### src/rtl/a2n_word_deserializer.sv
// a2n_word_deserializer
// Receive stage for one ASIC-to-FPGA link. It synchronizes the async valid/data
// pins, samples one bit per BIT_EN strobe, assembles MSB-first words and buffers
// them in a first-word-fall-through FIFO with a valid/ready output.
// Optional feature macro: A2N_PARITY_EN (adds a trailing even-parity bit per word).
module a2n_word_deserializer #(
    parameter int WORD_W     = 16,
    parameter int FIFO_DEPTH = 4,
    parameter int ERR_W      = 8
) (
    input  logic              SYSCLK,
    input  logic              NSYSRESET,
    input  logic              A2N_VALID,
    input  logic              A2N_DATA,
    input  logic              BIT_EN,
    input  logic              ENABLE,
    input  logic              CLR_STATUS,
    output logic [WORD_W-1:0] WORD_DATA,
    output logic              WORD_VALID,
    input  logic              WORD_READY,
    output logic [ERR_W-1:0]  FRAME_ERR_CNT,
    output logic              OVERFLOW
);

    localparam int AW = $clog2(FIFO_DEPTH);
    localparam int CW = $clog2(WORD_W + 1);

`ifdef A2N_PARITY_EN
    typedef enum logic [1:0] {ST_IDLE = 2'd0, ST_SHIFT = 2'd1, ST_PARITY = 2'd2} state_t;

    // Even parity: the transmitted parity bit equals the XOR of the data bits.
    function automatic logic even_parity(input logic [WORD_W-1:0] w);
        return ^w;
    endfunction
`else
    typedef enum logic [1:0] {ST_IDLE = 2'd0, ST_SHIFT = 2'd1} state_t;
`endif

    logic              valid_meta_r, valid_sync_r;
    logic              data_meta_r, data_sync_r;
    state_t            state_r;
    logic [WORD_W-1:0] shift_r;
    logic [CW-1:0]     bit_cnt_r;
    logic              push_r;
    logic [WORD_W-1:0] push_word_r;
    logic [ERR_W-1:0]  err_cnt_r;
    logic              frame_err_s;
    logic [WORD_W-1:0] shift_nxt_s;
    logic              last_bit_s;

    logic [WORD_W-1:0] mem_r [FIFO_DEPTH];
    logic [AW:0]       wr_ptr_r, rd_ptr_r;
    logic [WORD_W-1:0] word_data_r;
    logic              word_valid_r;
    logic              overflow_r;
    logic              full_s, pop_s, wr_en_s, ovf_ev_s;
    logic [AW:0]       wr_nxt_s, rd_nxt_s;
    logic [WORD_W-1:0] head_nxt_s;

    assign shift_nxt_s = {shift_r[WORD_W-2:0], data_sync_r};
    assign last_bit_s  = (bit_cnt_r == CW'(WORD_W - 1));

    // Two-flop synchronizers for the asynchronous link pins.
    always_ff @(posedge SYSCLK) begin
        if (!NSYSRESET) begin
            valid_meta_r <= 1'b0;
            valid_sync_r <= 1'b0;
            data_meta_r  <= 1'b0;
            data_sync_r  <= 1'b0;
        end else begin
            valid_meta_r <= A2N_VALID;
            valid_sync_r <= valid_meta_r;
            data_meta_r  <= A2N_DATA;
            data_sync_r  <= data_meta_r;
        end
    end

    // Frame error: valid lost mid-word, or (with parity) a bad or missing parity bit.
    always_comb begin
        frame_err_s = 1'b0;
        if (ENABLE && BIT_EN) begin
            case (state_r)
                ST_SHIFT:  frame_err_s = !valid_sync_r && (bit_cnt_r != {CW{1'b0}});
`ifdef A2N_PARITY_EN
                ST_PARITY: frame_err_s = !valid_sync_r || (data_sync_r != even_parity(shift_r));
`endif
                default:   frame_err_s = 1'b0;
            endcase
        end else begin
            frame_err_s = 1'b0;
        end
    end

    // Bit-assembly FSM, registered push strobe and saturating frame-error counter.
    always_ff @(posedge SYSCLK) begin
        if (!NSYSRESET) begin
            state_r     <= ST_IDLE;
            shift_r     <= {WORD_W{1'b0}};
            bit_cnt_r   <= {CW{1'b0}};
            push_r      <= 1'b0;
            push_word_r <= {WORD_W{1'b0}};
            err_cnt_r   <= {ERR_W{1'b0}};
        end else begin
            push_r <= 1'b0;
            if (!ENABLE) begin
                state_r   <= ST_IDLE;
                bit_cnt_r <= {CW{1'b0}};
            end else if (BIT_EN) begin
                case (state_r)
                    ST_IDLE: begin
                        if (valid_sync_r) begin
                            shift_r   <= {{(WORD_W-1){1'b0}}, data_sync_r};
                            bit_cnt_r <= CW'(1);
                            state_r   <= ST_SHIFT;
                        end
                    end
                    ST_SHIFT: begin
                        if (valid_sync_r) begin
                            shift_r <= shift_nxt_s;
                            if (last_bit_s) begin
                                bit_cnt_r <= {CW{1'b0}};
`ifdef A2N_PARITY_EN
                                state_r   <= ST_PARITY;
`else
                                push_r      <= 1'b1;
                                push_word_r <= shift_nxt_s;
`endif
                            end else begin
                                bit_cnt_r <= bit_cnt_r + CW'(1);
                            end
                        end else begin
                            state_r   <= ST_IDLE;
                            bit_cnt_r <= {CW{1'b0}};
                        end
                    end
`ifdef A2N_PARITY_EN
                    ST_PARITY: begin
                        if (valid_sync_r && !frame_err_s) begin
                            push_r      <= 1'b1;
                            push_word_r <= shift_r;
                        end
                        state_r   <= valid_sync_r ? ST_SHIFT : ST_IDLE;
                        bit_cnt_r <= {CW{1'b0}};
                    end
`endif
                    default: begin
                        state_r   <= ST_IDLE;
                        bit_cnt_r <= {CW{1'b0}};
                    end
                endcase
            end
            if (CLR_STATUS) begin
                err_cnt_r <= {ERR_W{1'b0}};
            end else if (frame_err_s && (err_cnt_r != {ERR_W{1'b1}})) begin
                err_cnt_r <= err_cnt_r + ERR_W'(1);
            end
        end
    end

    // FIFO next-state: a full FIFO still accepts a push when a pop happens in the same cycle.
    always_comb begin
        full_s   = (wr_ptr_r[AW] != rd_ptr_r[AW]) && (wr_ptr_r[AW-1:0] == rd_ptr_r[AW-1:0]);
        pop_s    = word_valid_r && WORD_READY;
        wr_en_s  = push_r && (!full_s || pop_s);
        ovf_ev_s = push_r && full_s && !pop_s;
        wr_nxt_s = wr_ptr_r + {{AW{1'b0}}, wr_en_s};
        rd_nxt_s = rd_ptr_r + {{AW{1'b0}}, pop_s};
        if (wr_en_s && (wr_ptr_r == rd_nxt_s)) begin
            head_nxt_s = push_word_r;
        end else begin
            head_nxt_s = mem_r[rd_nxt_s[AW-1:0]];
        end
    end

    // FIFO storage array.
    always_ff @(posedge SYSCLK) begin
        if (wr_en_s) begin
            mem_r[wr_ptr_r[AW-1:0]] <= push_word_r;
        end
    end

    // FIFO pointers, registered head word/valid and sticky overflow flag.
    always_ff @(posedge SYSCLK) begin
        if (!NSYSRESET) begin
            wr_ptr_r     <= {(AW+1){1'b0}};
            rd_ptr_r     <= {(AW+1){1'b0}};
            word_valid_r <= 1'b0;
            word_data_r  <= {WORD_W{1'b0}};
            overflow_r   <= 1'b0;
        end else begin
            wr_ptr_r     <= wr_nxt_s;
            rd_ptr_r     <= rd_nxt_s;
            word_valid_r <= (wr_nxt_s != rd_nxt_s);
            if (wr_nxt_s != rd_nxt_s) begin
                word_data_r <= head_nxt_s;
            end
            if (CLR_STATUS) begin
                overflow_r <= 1'b0;
            end else if (ovf_ev_s) begin
                overflow_r <= 1'b1;
            end
        end
    end

    assign WORD_DATA     = word_data_r;
    assign WORD_VALID    = word_valid_r;
    assign FRAME_ERR_CNT = err_cnt_r;
    assign OVERFLOW      = overflow_r;

endmodule

### config.mk
export PLATFORM = sky130hd
export DESIGN_NAME = a2n_word_deserializer
export DESIGN_NICKNAME = d
export VERILOG_FILES = /design/src/rtl/a2n_word_deserializer.sv
export SDC_FILE = /design/constraint.sdc
export NUM_CORES = 1
export LEC_CHECK = 0
export BUFFER_PORTS_ARGS = -buffer_cell sky130_fd_sc_hd__buf_2
export CORE_UTILIZATION = 60
export DETAILED_ROUTE_END_ITERATION = 10
export HOLD_SLACK_MARGIN = 0.12
export PLACE_DENSITY = 0.9
export SLEW_MARGIN = 20
export SYNTH_ARGS = -nofsm -noshare
export SYNTH_HDL_FRONTEND = slang
export SYNTH_SLANG_ARGS = --single-unit
export TNS_END_PERCENT = 50
### constraint.sdc
create_clock -name SYSCLK -period 7.5 [get_ports SYSCLK]
set_input_delay 0.75 -clock SYSCLK [delete_from_list [all_inputs] [get_ports SYSCLK]]
set_output_delay 0.75 -clock SYSCLK [all_outputs]
set_load 0.01 [all_outputs]
==> impl_metrics.csv <==
group,metric,value,unit
detailed_routing,wirelength,12100,um
synth,yosysTopAreaCell,"edfxtp_1",
sta,worstMarginPinSlew,0.959,ns
synth,syn_avg_cell_area,12.6,um^2
clocking,post_cts_buffers,0,
die,pin_count,34,
global_routing,grt_pass1_wl,19400,um
sta,min_period,3.52,ns
global_routing,overflow,0,
synth,synth.distinct_cells,51,
sta,tns,0,ns
power_and_ir_drop,fin_total_pwr,1.61,mW
power_and_ir_drop,p_leak,2.57,nW
clocking,cts.sinks,138,
synth,synth_commonest_cells,"74 x dfxtp_1, 64 x edfxtp_1, 51 x nand3_1",
clocking,cts-resized-gates,0,
setup_path,cp-end-kind,"flop",
global_routing,grt_use_total,0.264,
die,die-height,99.9,um
detailed_routing,drt-initial-drc-count,215,
global_routing,busiest_layer,"met2",
die,row_count,35,
layout,fin_util,0.704,
detailed_routing,dr.pass1.iters,5,
global_routing,grt_pass1_vias,3755,
die,dieWidth,99.9,um
clocking,clock_path_buffers,2,
setup_path,path_class,"flop to flop",
die,core,9280,um^2
layout,final_cells,632,
global_routing,met1_usage,0.323,
sta,setup_violations,0,
sta,maxSlewHeadroom,0.357,
synth,synthTopCellsByArea,"edfxtp_1 33%, dfxtp_1 26%, mux4_2 6.3%",
sta,fin_skew,0.00868,ns
clocking,cts_buffers,17,
detailed_routing,via_per_inst,6.06,
synth,synth-seq-cells,138,
synth,seq_area_frac_synth,0.592,
power_and_ir_drop,p_per_area,246,nW/um^2
placed_design,place_congestion,0.838,
clocking,cts_tree,"built",
setup_path,cp.arrival,3.97,ns
sta,fin_crit_sh,0.469,
setup_path,required,7.95,ns
layout,n_antenna_cell,0,
clocking,insertion_delay,0.52,ns
placed_design,placedCellCount,600,
global_routing,use_met3,0.0759,
sta,slew_viol_final,0,
status,status,"finished, final reports clean",
synth,netlist_area,5750,um^2
sta,hold_viol,0,
detailed_routing,vias,3829,
power_and_ir_drop,vdd.ir_drop.worst,144,uV
global_routing,use_met2,0.442,
clocking,clk_pin_slew,0.06,ns
layout,area_delta_synth_final,13.7,%
clocking,hold_buffers,0,
setup_path,start_kind,"flop",
placed_design,hpwl,7770,um
synth,yosysMostFrequentCell,"dfxtp_1",
synth,synthCells,458,
global_routing,antenna_found_initial,0,
setup_path,critPathMaxFanout,19,
die,dieArea,9980,um^2
clocking,htree_levels,4,
synth,syn-num-nets,476,
sta,grt_setup_unrepaired,"false",
layout,nets,508,
global_routing,grt_max_degree,37,
synth,netlist.area_leader.share,0.334,
die,initial_utilization,0.620,
flow_run,cap_violations,0,
hold_path,hp-class,"input pin to flop",
sta,clock.fmax,284,MHz
synth,synth-edff-count,64,
synth,yosysWarnings,0,
detailed_routing,wl_per_cell,19.1,um
clocking,root_buffer,"clkbuf_8",
synth,ys.flop_type,"dfxtp_1",
detailed_routing,drc,0,
detailed_routing,ant_nets,0,
layout,drive_above_1_share,0.223,
placed_design,port_buffers,33,
synth,async_flop_share,0,
report_power, final:
group / internal [mW] / switching (mW) / total [mW]
logic: 0.00455 / 0.0123 / 0.0169
clock network: 0.479 / 0.332 / 0.811
registers: 0.782 / 0.00112 / 0.783
total: 1.27 / 0.346 / 1.61
area by class of cell:
cell class                      count  area, um^2
Timing Repair Buffer               39         210
Multi-Input combinational cell    285        2150
Tap cell                          129         161
Clock inverter                     15         166
Fill cell                         635        2750
Clock buffer                       17         414
Inverter                            9        36.3
Sequential cell                   138        3400
routing by layer:
metal / up-vias / wire length (um) / share of wire
li1: 1782 / - / -
met1: 1863 / 5100 / 0.42
met2: 163 / 6060 / 0.50
met3: 21 / 685 / 0.057
met4: 0 / 217 / 0.018
met5: - / 0 / 0
per-stage QoR:
stage               hold WS (ns)  setup slack [ns]  area, um^2
global placement           0.415              3.91        5960
global route               0.410              3.83        6540
floorplan                  0.412              4.11        5750
detailed placement         0.419              3.74        5960
finish                     0.426              3.98        6540
CTS                        0.411              4.06        6540
final timing paths:
path,cells past startpoint,to,startpoint,slack [ns]
max,10,WORD_DATA[8],wr_ptr_r[1],3.98
min,2,valid_meta_r,A2N_VALID,0.43
max reg2reg,10,WORD_DATA[8],wr_ptr_r[1],3.98
min reg2reg,1,data_sync_r,data_meta_r,0.43
cells in the final DEF (no fill, tap or decap), types with 7 or more instances in the layout:
cell type  instances
dfxtp_1           74
edfxtp_1          64
nand3_1           51
buf_2             33
nor2_1            28
nand2_1           24
a21oi_1           24
o31ai_1           18
mux2i_1           17
a31oi_1           17
mux4_2            16
clkbuf_16         16
o21ai_0           12
o21ai_2           10
ha_1              10
and2_1             9
inv_1              7
xor2_1             7
cells by family after synthesis:
family	Yosys count	share of synthesized area
DFF	138	0.592
adders and majority gates	10	0.0218
muxes	33	0.0922
xor gates and xnor gates	15	0.0302
buffers and inverters	35	0.0374
AOI/OAI and AO/OA	86	0.101
and+or+nand+nor	141	0.126
flip-flops by register name, indices dropped and copies added, names as in the netlist, 3 cells and up:
register / count
FRAME_ERR_CNT: 8
WORD_DATA: 16
bit_cnt_r: 5
mem_r: 64
push_word_r: 16
rd_ptr_r: 3
shift_r: 15
wr_ptr_r: 3
critical path, stage by stage (launching register included):
cell and delay (ns):
dfxtp_1 0.53, xor2_1 0.20, o41ai_4 0.35, buf_4 0.34, inv_4 0.15, ha_1 0.21, ha_1 0.30, xor2_1 0.17
nor3_2 0.81, nand3_1 0.17, a31oi_1 0.20
(Power assumes the default switching activity.)
